## src/rtl/muldiv_seq_if.sv

```systemverilog
// EX-stage request/response bundle between the pipeline and the mul/div sequencer.
// The master is the EX stage; the slave is muldiv_seq.
interface muldiv_seq_if;
  logic        op_valid;
  logic [1:0]  op_code;
  logic [31:0] src_a;
  logic [31:0] src_b;
  logic        annul;
  logic        ex_hold;
  logic        stallreq;
  logic        busy;
  logic        hilo_we;
  logic [31:0] hi_wdata;
  logic [31:0] lo_wdata;

  modport master (
    output op_valid, op_code, src_a, src_b, annul, ex_hold,
    input  stallreq, busy, hilo_we, hi_wdata, lo_wdata
  );

  modport slave (
    input  op_valid, op_code, src_a, src_b, annul, ex_hold,
    output stallreq, busy, hilo_we, hi_wdata, lo_wdata
  );
endinterface

```

## src/rtl/muldiv_seq.sv

```systemverilog
// EX-stage sequencer for mult/multu/div/divu: latches operands, drives the mul/div units,
// stalls EX until done, then issues one HI/LO write. Option: MULDIV_DIV_ZERO_FAST_EN.
module muldiv_seq #(
  parameter int unsigned MUL_LATENCY = 2
) (
  input  logic        clk,
  input  logic        rst,
  muldiv_seq_if.slave ex_if,
  output logic        mul_signed_o,
  output logic [31:0] mul_ina_o,
  output logic [31:0] mul_inb_o,
  input  logic [63:0] mul_result_i,
  output logic        div_start_o,
  output logic        div_signed_o,
  output logic [31:0] div_opdata1_o,
  output logic [31:0] div_opdata2_o,
  output logic        div_annul_o,
  input  logic        div_ready_i,
  input  logic [63:0] div_result_i
);

  typedef enum logic [2:0] {
    S_IDLE,
    S_MUL_WAIT,
    S_DIV_WAIT,
    S_DONE,
    S_DRAIN
  } state_t;

  state_t      state_q, state_d;
  logic [3:0]  cnt_q, cnt_d;
  logic [31:0] opa_q, opa_d;
  logic [31:0] opb_q, opb_d;
  logic [1:0]  op_q, op_d;
  logic [31:0] hi_q, hi_d;
  logic [31:0] lo_q, lo_d;

  logic        stallreq_c;
  logic        hilo_we_c;
  logic [31:0] hi_wdata_c;
  logic [31:0] lo_wdata_c;

  always_ff @(posedge clk or posedge rst) begin
    if (rst) begin
      state_q <= S_IDLE;
      cnt_q   <= 4'd0;
      opa_q   <= 32'd0;
      opb_q   <= 32'd0;
      op_q    <= 2'd0;
      hi_q    <= 32'd0;
      lo_q    <= 32'd0;
    end else begin
      state_q <= state_d;
      cnt_q   <= cnt_d;
      opa_q   <= opa_d;
      opb_q   <= opb_d;
      op_q    <= op_d;
      hi_q    <= hi_d;
      lo_q    <= lo_d;
    end
  end

  always_comb begin
    state_d       = state_q;
    cnt_d         = cnt_q;
    opa_d         = opa_q;
    opb_d         = opb_q;
    op_d          = op_q;
    hi_d          = hi_q;
    lo_d          = lo_q;
    stallreq_c    = 1'b0;
    hilo_we_c     = 1'b0;
    hi_wdata_c    = 32'd0;
    lo_wdata_c    = 32'd0;
    mul_signed_o  = 1'b0;
    mul_ina_o     = 32'd0;
    mul_inb_o     = 32'd0;
    div_start_o   = 1'b0;
    div_signed_o  = 1'b0;
    div_opdata1_o = 32'd0;
    div_opdata2_o = 32'd0;
    div_annul_o   = 1'b0;

    unique case (state_q)
      S_IDLE: begin
        // The stall must be raised in the acceptance cycle itself, but never while in reset.
        if (ex_if.op_valid && !ex_if.annul && !rst) begin
          stallreq_c = 1'b1;
          opa_d      = ex_if.src_a;
          opb_d      = ex_if.src_b;
          op_d       = ex_if.op_code;
          if (!ex_if.op_code[1]) begin
            state_d = S_MUL_WAIT;
            cnt_d   = 4'(MUL_LATENCY - 1);
          end else begin
`ifdef MULDIV_DIV_ZERO_FAST_EN
            if (ex_if.src_b == 32'd0) begin
              hi_d    = ex_if.src_a;
              lo_d    = 32'hFFFF_FFFF;
              state_d = S_DONE;
            end else begin
              state_d = S_DIV_WAIT;
            end
`else
            state_d = S_DIV_WAIT;
`endif
          end
        end
      end

      S_MUL_WAIT: begin
        mul_ina_o    = opa_q;
        mul_inb_o    = opb_q;
        mul_signed_o = (op_q == 2'b00);
        if (ex_if.annul) begin
          state_d = S_IDLE;
        end else begin
          stallreq_c = 1'b1;
          if (cnt_q == 4'd0) begin
            hi_d    = mul_result_i[63:32];
            lo_d    = mul_result_i[31:0];
            state_d = S_DONE;
          end else begin
            cnt_d = cnt_q - 4'd1;
          end
        end
      end

      S_DIV_WAIT: begin
        div_opdata1_o = opa_q;
        div_opdata2_o = opb_q;
        div_signed_o  = (op_q == 2'b10);
        // A flush beats a same-cycle div_ready: the result is dropped.
        if (ex_if.annul) begin
          div_annul_o = 1'b1;
          state_d     = S_IDLE;
        end else begin
          div_start_o = 1'b1;
          stallreq_c  = 1'b1;
          if (div_ready_i) begin
            hi_d    = div_result_i[63:32];
            lo_d    = div_result_i[31:0];
            state_d = S_DONE;
          end
        end
      end

      S_DONE: begin
        hi_wdata_c = hi_q;
        lo_wdata_c = lo_q;
        if (ex_if.annul) begin
          state_d = S_IDLE;
        end else begin
          hilo_we_c = 1'b1;
          state_d   = ex_if.ex_hold ? S_DRAIN : S_IDLE;
        end
      end

      S_DRAIN: begin
        // The finished op is still sitting in EX, so its op_valid must not restart us.
        if (ex_if.annul || !ex_if.ex_hold) begin
          state_d = S_IDLE;
        end
      end

      default: begin
        state_d = S_IDLE;
      end
    endcase
  end

  assign ex_if.stallreq = stallreq_c;
  assign ex_if.busy     = (state_q != S_IDLE);
  assign ex_if.hilo_we  = hilo_we_c;
  assign ex_if.hi_wdata = hi_wdata_c;
  assign ex_if.lo_wdata = lo_wdata_c;

endmodule

```

## src/flat_wrapper.sv

```systemverilog
// flat-port wrapper written by rule: the top's interface ports become plain ports
module muldiv_seq_flat 
#(
  parameter int unsigned MUL_LATENCY = 2
)
  (clk, rst, mul_signed_o, mul_ina_o, mul_inb_o, mul_result_i, div_start_o, div_signed_o, div_opdata1_o, div_opdata2_o, div_annul_o, div_ready_i, div_result_i, ex_if_op_valid, ex_if_op_code, ex_if_src_a, ex_if_src_b, ex_if_annul, ex_if_ex_hold, ex_if_stallreq, ex_if_busy, ex_if_hilo_we, ex_if_hi_wdata, ex_if_lo_wdata);
  muldiv_seq_if ex_if_i ();
  input  logic clk;
  input  logic rst;
  output logic mul_signed_o;
  output logic [31:0] mul_ina_o;
  output logic [31:0] mul_inb_o;
  input  logic [63:0] mul_result_i;
  output logic div_start_o;
  output logic div_signed_o;
  output logic [31:0] div_opdata1_o;
  output logic [31:0] div_opdata2_o;
  output logic div_annul_o;
  input  logic div_ready_i;
  input  logic [63:0] div_result_i;
  input wire logic [$bits(ex_if_i.op_valid)-1:0] ex_if_op_valid;
  input wire logic [$bits(ex_if_i.op_code)-1:0] ex_if_op_code;
  input wire logic [$bits(ex_if_i.src_a)-1:0] ex_if_src_a;
  input wire logic [$bits(ex_if_i.src_b)-1:0] ex_if_src_b;
  input wire logic [$bits(ex_if_i.annul)-1:0] ex_if_annul;
  input wire logic [$bits(ex_if_i.ex_hold)-1:0] ex_if_ex_hold;
  output wire logic [$bits(ex_if_i.stallreq)-1:0] ex_if_stallreq;
  output wire logic [$bits(ex_if_i.busy)-1:0] ex_if_busy;
  output wire logic [$bits(ex_if_i.hilo_we)-1:0] ex_if_hilo_we;
  output wire logic [$bits(ex_if_i.hi_wdata)-1:0] ex_if_hi_wdata;
  output wire logic [$bits(ex_if_i.lo_wdata)-1:0] ex_if_lo_wdata;
  assign ex_if_i.op_valid = ex_if_op_valid;
  assign ex_if_i.op_code = ex_if_op_code;
  assign ex_if_i.src_a = ex_if_src_a;
  assign ex_if_i.src_b = ex_if_src_b;
  assign ex_if_i.annul = ex_if_annul;
  assign ex_if_i.ex_hold = ex_if_ex_hold;
  assign ex_if_stallreq = ex_if_i.stallreq;
  assign ex_if_busy = ex_if_i.busy;
  assign ex_if_hilo_we = ex_if_i.hilo_we;
  assign ex_if_hi_wdata = ex_if_i.hi_wdata;
  assign ex_if_lo_wdata = ex_if_i.lo_wdata;
  muldiv_seq #(.MUL_LATENCY(MUL_LATENCY)) u_core (.clk(clk), .rst(rst), .ex_if(ex_if_i), .mul_signed_o(mul_signed_o), .mul_ina_o(mul_ina_o), .mul_inb_o(mul_inb_o), .mul_result_i(mul_result_i), .div_start_o(div_start_o), .div_signed_o(div_signed_o), .div_opdata1_o(div_opdata1_o), .div_opdata2_o(div_opdata2_o), .div_annul_o(div_annul_o), .div_ready_i(div_ready_i), .div_result_i(div_result_i));
endmodule
```

## config.mk

```make
export PLATFORM = sky130hd
export DESIGN_NAME = muldiv_seq_flat
export DESIGN_NICKNAME = d
export VERILOG_FILES = /design/src/rtl/muldiv_seq_if.sv /design/src/rtl/muldiv_seq.sv /design/src/flat_wrapper.sv
export SDC_FILE = /design/constraint.sdc
export NUM_CORES = 1
export LEC_CHECK = 0
export ABC_AREA = 1
export CAP_MARGIN = 20
export CORE_AREA = 2 2 157 159
export DETAILED_ROUTE_END_ITERATION = 10
export DIE_AREA = 0 0 159 161
export PLACE_DENSITY = 0.67
export SYNTH_ARGS = -nofsm -noshare
export SYNTH_HDL_FRONTEND = slang
export SYNTH_SLANG_ARGS = --single-unit
```

## constraint.sdc

```tcl
create_clock -name clk -period 17.4 [get_ports clk]
set_clock_uncertainty 0.15 [all_clocks]
set_input_delay 2.61 -clock clk [delete_from_list [all_inputs] [get_ports clk]]
set_output_delay 2.61 -clock clk [all_outputs]
set_load 0.01 [all_outputs]
```

==> results.yml <==
layout:
  fin_nets: 1686
  drive_gt1_frac: 0.0447
  antenna_cells: 0
  final_area_mm2: 0.0123
  synthToLayoutAreaGrowth_pct: 60.1
  stdcell_count: 1822
drt:
  ant_nets: 0
  vias: 7972
  first_pass_iters: 5
  via_per_inst: 4.38
  first_iter_violations: 475
  drc: 0
  drt_wl_total_um: 25900
  post_drt_wl_per_cell_um: 14.2
sta:
  fin_crit_sh: 0.452
  max_freq_mhz: 127
  hold_viol_final: 0
  finalMaxSlewViolations: 0
  tightest_slew_ns: 0.929
  min_period_ns: 7.86
  finalSetupViolations: 0
  setup_ws_ns: 9.54
  rsz0062_at_grt: "no"
  slew_headroom: 0.380
  fin_tns_setup_ns: 0
yosys:
  yosysSeqAreaShare: 0.446
  synth-seq-cells: 137
  yosysWarnings: 0
  synth_cells: 1131
  synth_area_per_cell_um2: 6.79
  syn_nets: 1332
  synthesis.area_mm2: 0.00768
  synth.distinct_cells: 24
cts:
  clkSlewWorstSetupHoldPaths_ns: 0.05
  cts_resized: 0
  clock-sinks: 137
  post_cts_buffers: 0
  cts_tree: "built"
  cts_buffers: 17
  clk_path_buf_depth: 2
  hold_buffers: 0
  htree_levels: 4
  cts_root_buf: "clkbuf_16"
  clk_latency_ns: 0.41
setup_path:
  path_class: "in -> out"
  path_cells: "clkdlybuf4s50_1, inv_6, nand3_1, inv_1, nand2_4, nand3_1, clkdlybuf4s50_1"
  cpMaxStageDelayCell: "clkdlybuf4s50_1"
  crit_fanout: 85
  cp-start-kind: "primary input"
  cp.arrival_ns: 5.10
  cp-end-kind: "output pin"
  cp_slowest_stage_delay_ns: 0.57
  required_ns: 14.64
power:
  p_leak_nw: 6.13
  power_density_mw_per_mm2: 144
  max-vdd-ir-drop_v: 0.0000819
  total_power_mw: 1.78
grt:
  grtUsageTotal: 0.196
  grt_pass1_wl_um: 40300
  grt_max_degree: 95
  grt_pass1_vias: 7578
  gr-total-overflow: 0
  antenna_found_initial: 0
die:
  die_w_um: 159
  fp.dieArea_mm2: 0.0256
  start_util: 0.321
  fp-row-count: 57
  io_pins: 399
  die_h_um: 161
  core_region_area_mm2: 0.0240
min_path:
  holdCritPathClass: "reg -> reg"
run:
  max_cap_viol_count: 0
place:
  portBuffers: 398
  place_area_mm2: 0.0117
  gp_congestion: 0.792
  hpwl_um: 18500
  placed_cells: 1790
  pre_cts_slack_ns: 9.41
run_status:
  status: "finished clean"
[cells in the mapped netlist (all sizes together)]
master,count,share of area
o21ai,1,0.00065
nor2,267,0.13
nand2,356,0.18
nand3,80,0.060
clkbuf,11,0.0054
a21oi,68,0.044
nand4,3,0.0024
nor3,2,0.0013
inv,147,0.072
buf,58,0.053
dfrtp,137,0.45
ha,1,0.0016
[power breakdown]
group	switching, mW	internal [mW]	total, mW
clock	0.145	0.235	0.380
combinational	0.504	0.364	0.868
sequential	0.0580	0.469	0.527
[critical path: cells and delay by family]
family        cells  cell delay (ns)
buf+inv           4             1.77
simple gates      3             0.67
[cell usage in the layout, fill, tap and decap left out, drive strengths merged]
| cell type | count |
|---|---|
| clkinv | 3 |
| nor3 | 2 |
| nand3 | 80 |
| nor2 | 267 |
| buf | 6 |
| a21oi | 68 |
| bufinv | 3 |
| ha | 1 |
| dfrtp | 137 |
| inv | 151 |
| clkdlybuf4s50 | 398 |
| clkinvlp | 2 |
| o21ai | 1 |
| nand2 | 356 |
| clkbuf | 20 |
| nand4 | 3 |
[registers in the layout, indices dropped and copies added (netlist names)]
signal,cells
u_core.op_q,2
u_core.cnt_q,4
u_core.hi_q,32
u_core.opa_q,32
u_core.opb_q,32
u_core.state_q,3
u_core.lo_q,32
[through the flow]
| stage | util | hold slack, ns |
|---|---|---|
| 2_1_floorplan | - | 0.292 |
| 3_5_place_dp | 0.488 | 0.308 |
| 3_3_place_gp | 0.488 | 0.303 |
| 6_report | 0.513 | 0.318 |
| 4_1_cts | 0.513 | 0.322 |
| 5_1_grt | 0.513 | 0.340 |
[final cells by class]
class | count | area (µm²)
Timing Repair Buffer | 404 | 4030
Sequential cell | 137 | 3430
Clock buffer | 20 | 457
Fill cell | 2337 | 11700
Tap cell | 324 | 405
Clock inverter | 12 | 163
Multi-Input combinational cell | 778 | 3260
Inverter | 147 | 562
[worst paths after layout]
check                                  start               to  slack, ns  depth (start not counted)
hold / removal                u_core.hi_q[6]   u_core.hi_q[6]       0.32                          2
setup / recovery                         rst   ex_if_stallreq       9.54                          7
min in group asynchronous                rst  u_core.hi_q[29]       2.56                          2
max in group asynchronous                rst  u_core.hi_q[28]      13.33                          3
hold reg to reg               u_core.hi_q[6]   u_core.hi_q[6]       0.32                          2
setup reg to reg           u_core.state_q[0]  u_core.hi_q[24]      13.66                          9
[per-layer routing]
| layer | part of all wire | GRT usage |
|---|---|---|
| met3 | 0.073 | 0.0560 |
| met2 | 0.50 | 0.346 |
| met5 | 0 | 0 |
| met4 | 0.018 | 0.0599 |
| met1 | 0.41 | 0.233 |
[cells by family (layout without fill, tap and decap cells)]
group	Yosys count	after routing	share of synthesized area
DFF	137	137	0.446
adders and majority gates	1	1	0.00163
buffers and inverters	216	583	0.131
AOI/OAI and AO/OA	69	69	0.0449
and+or+nand+nor	708	708	0.377
Note: power is estimated with default switching activity, not from simulation.
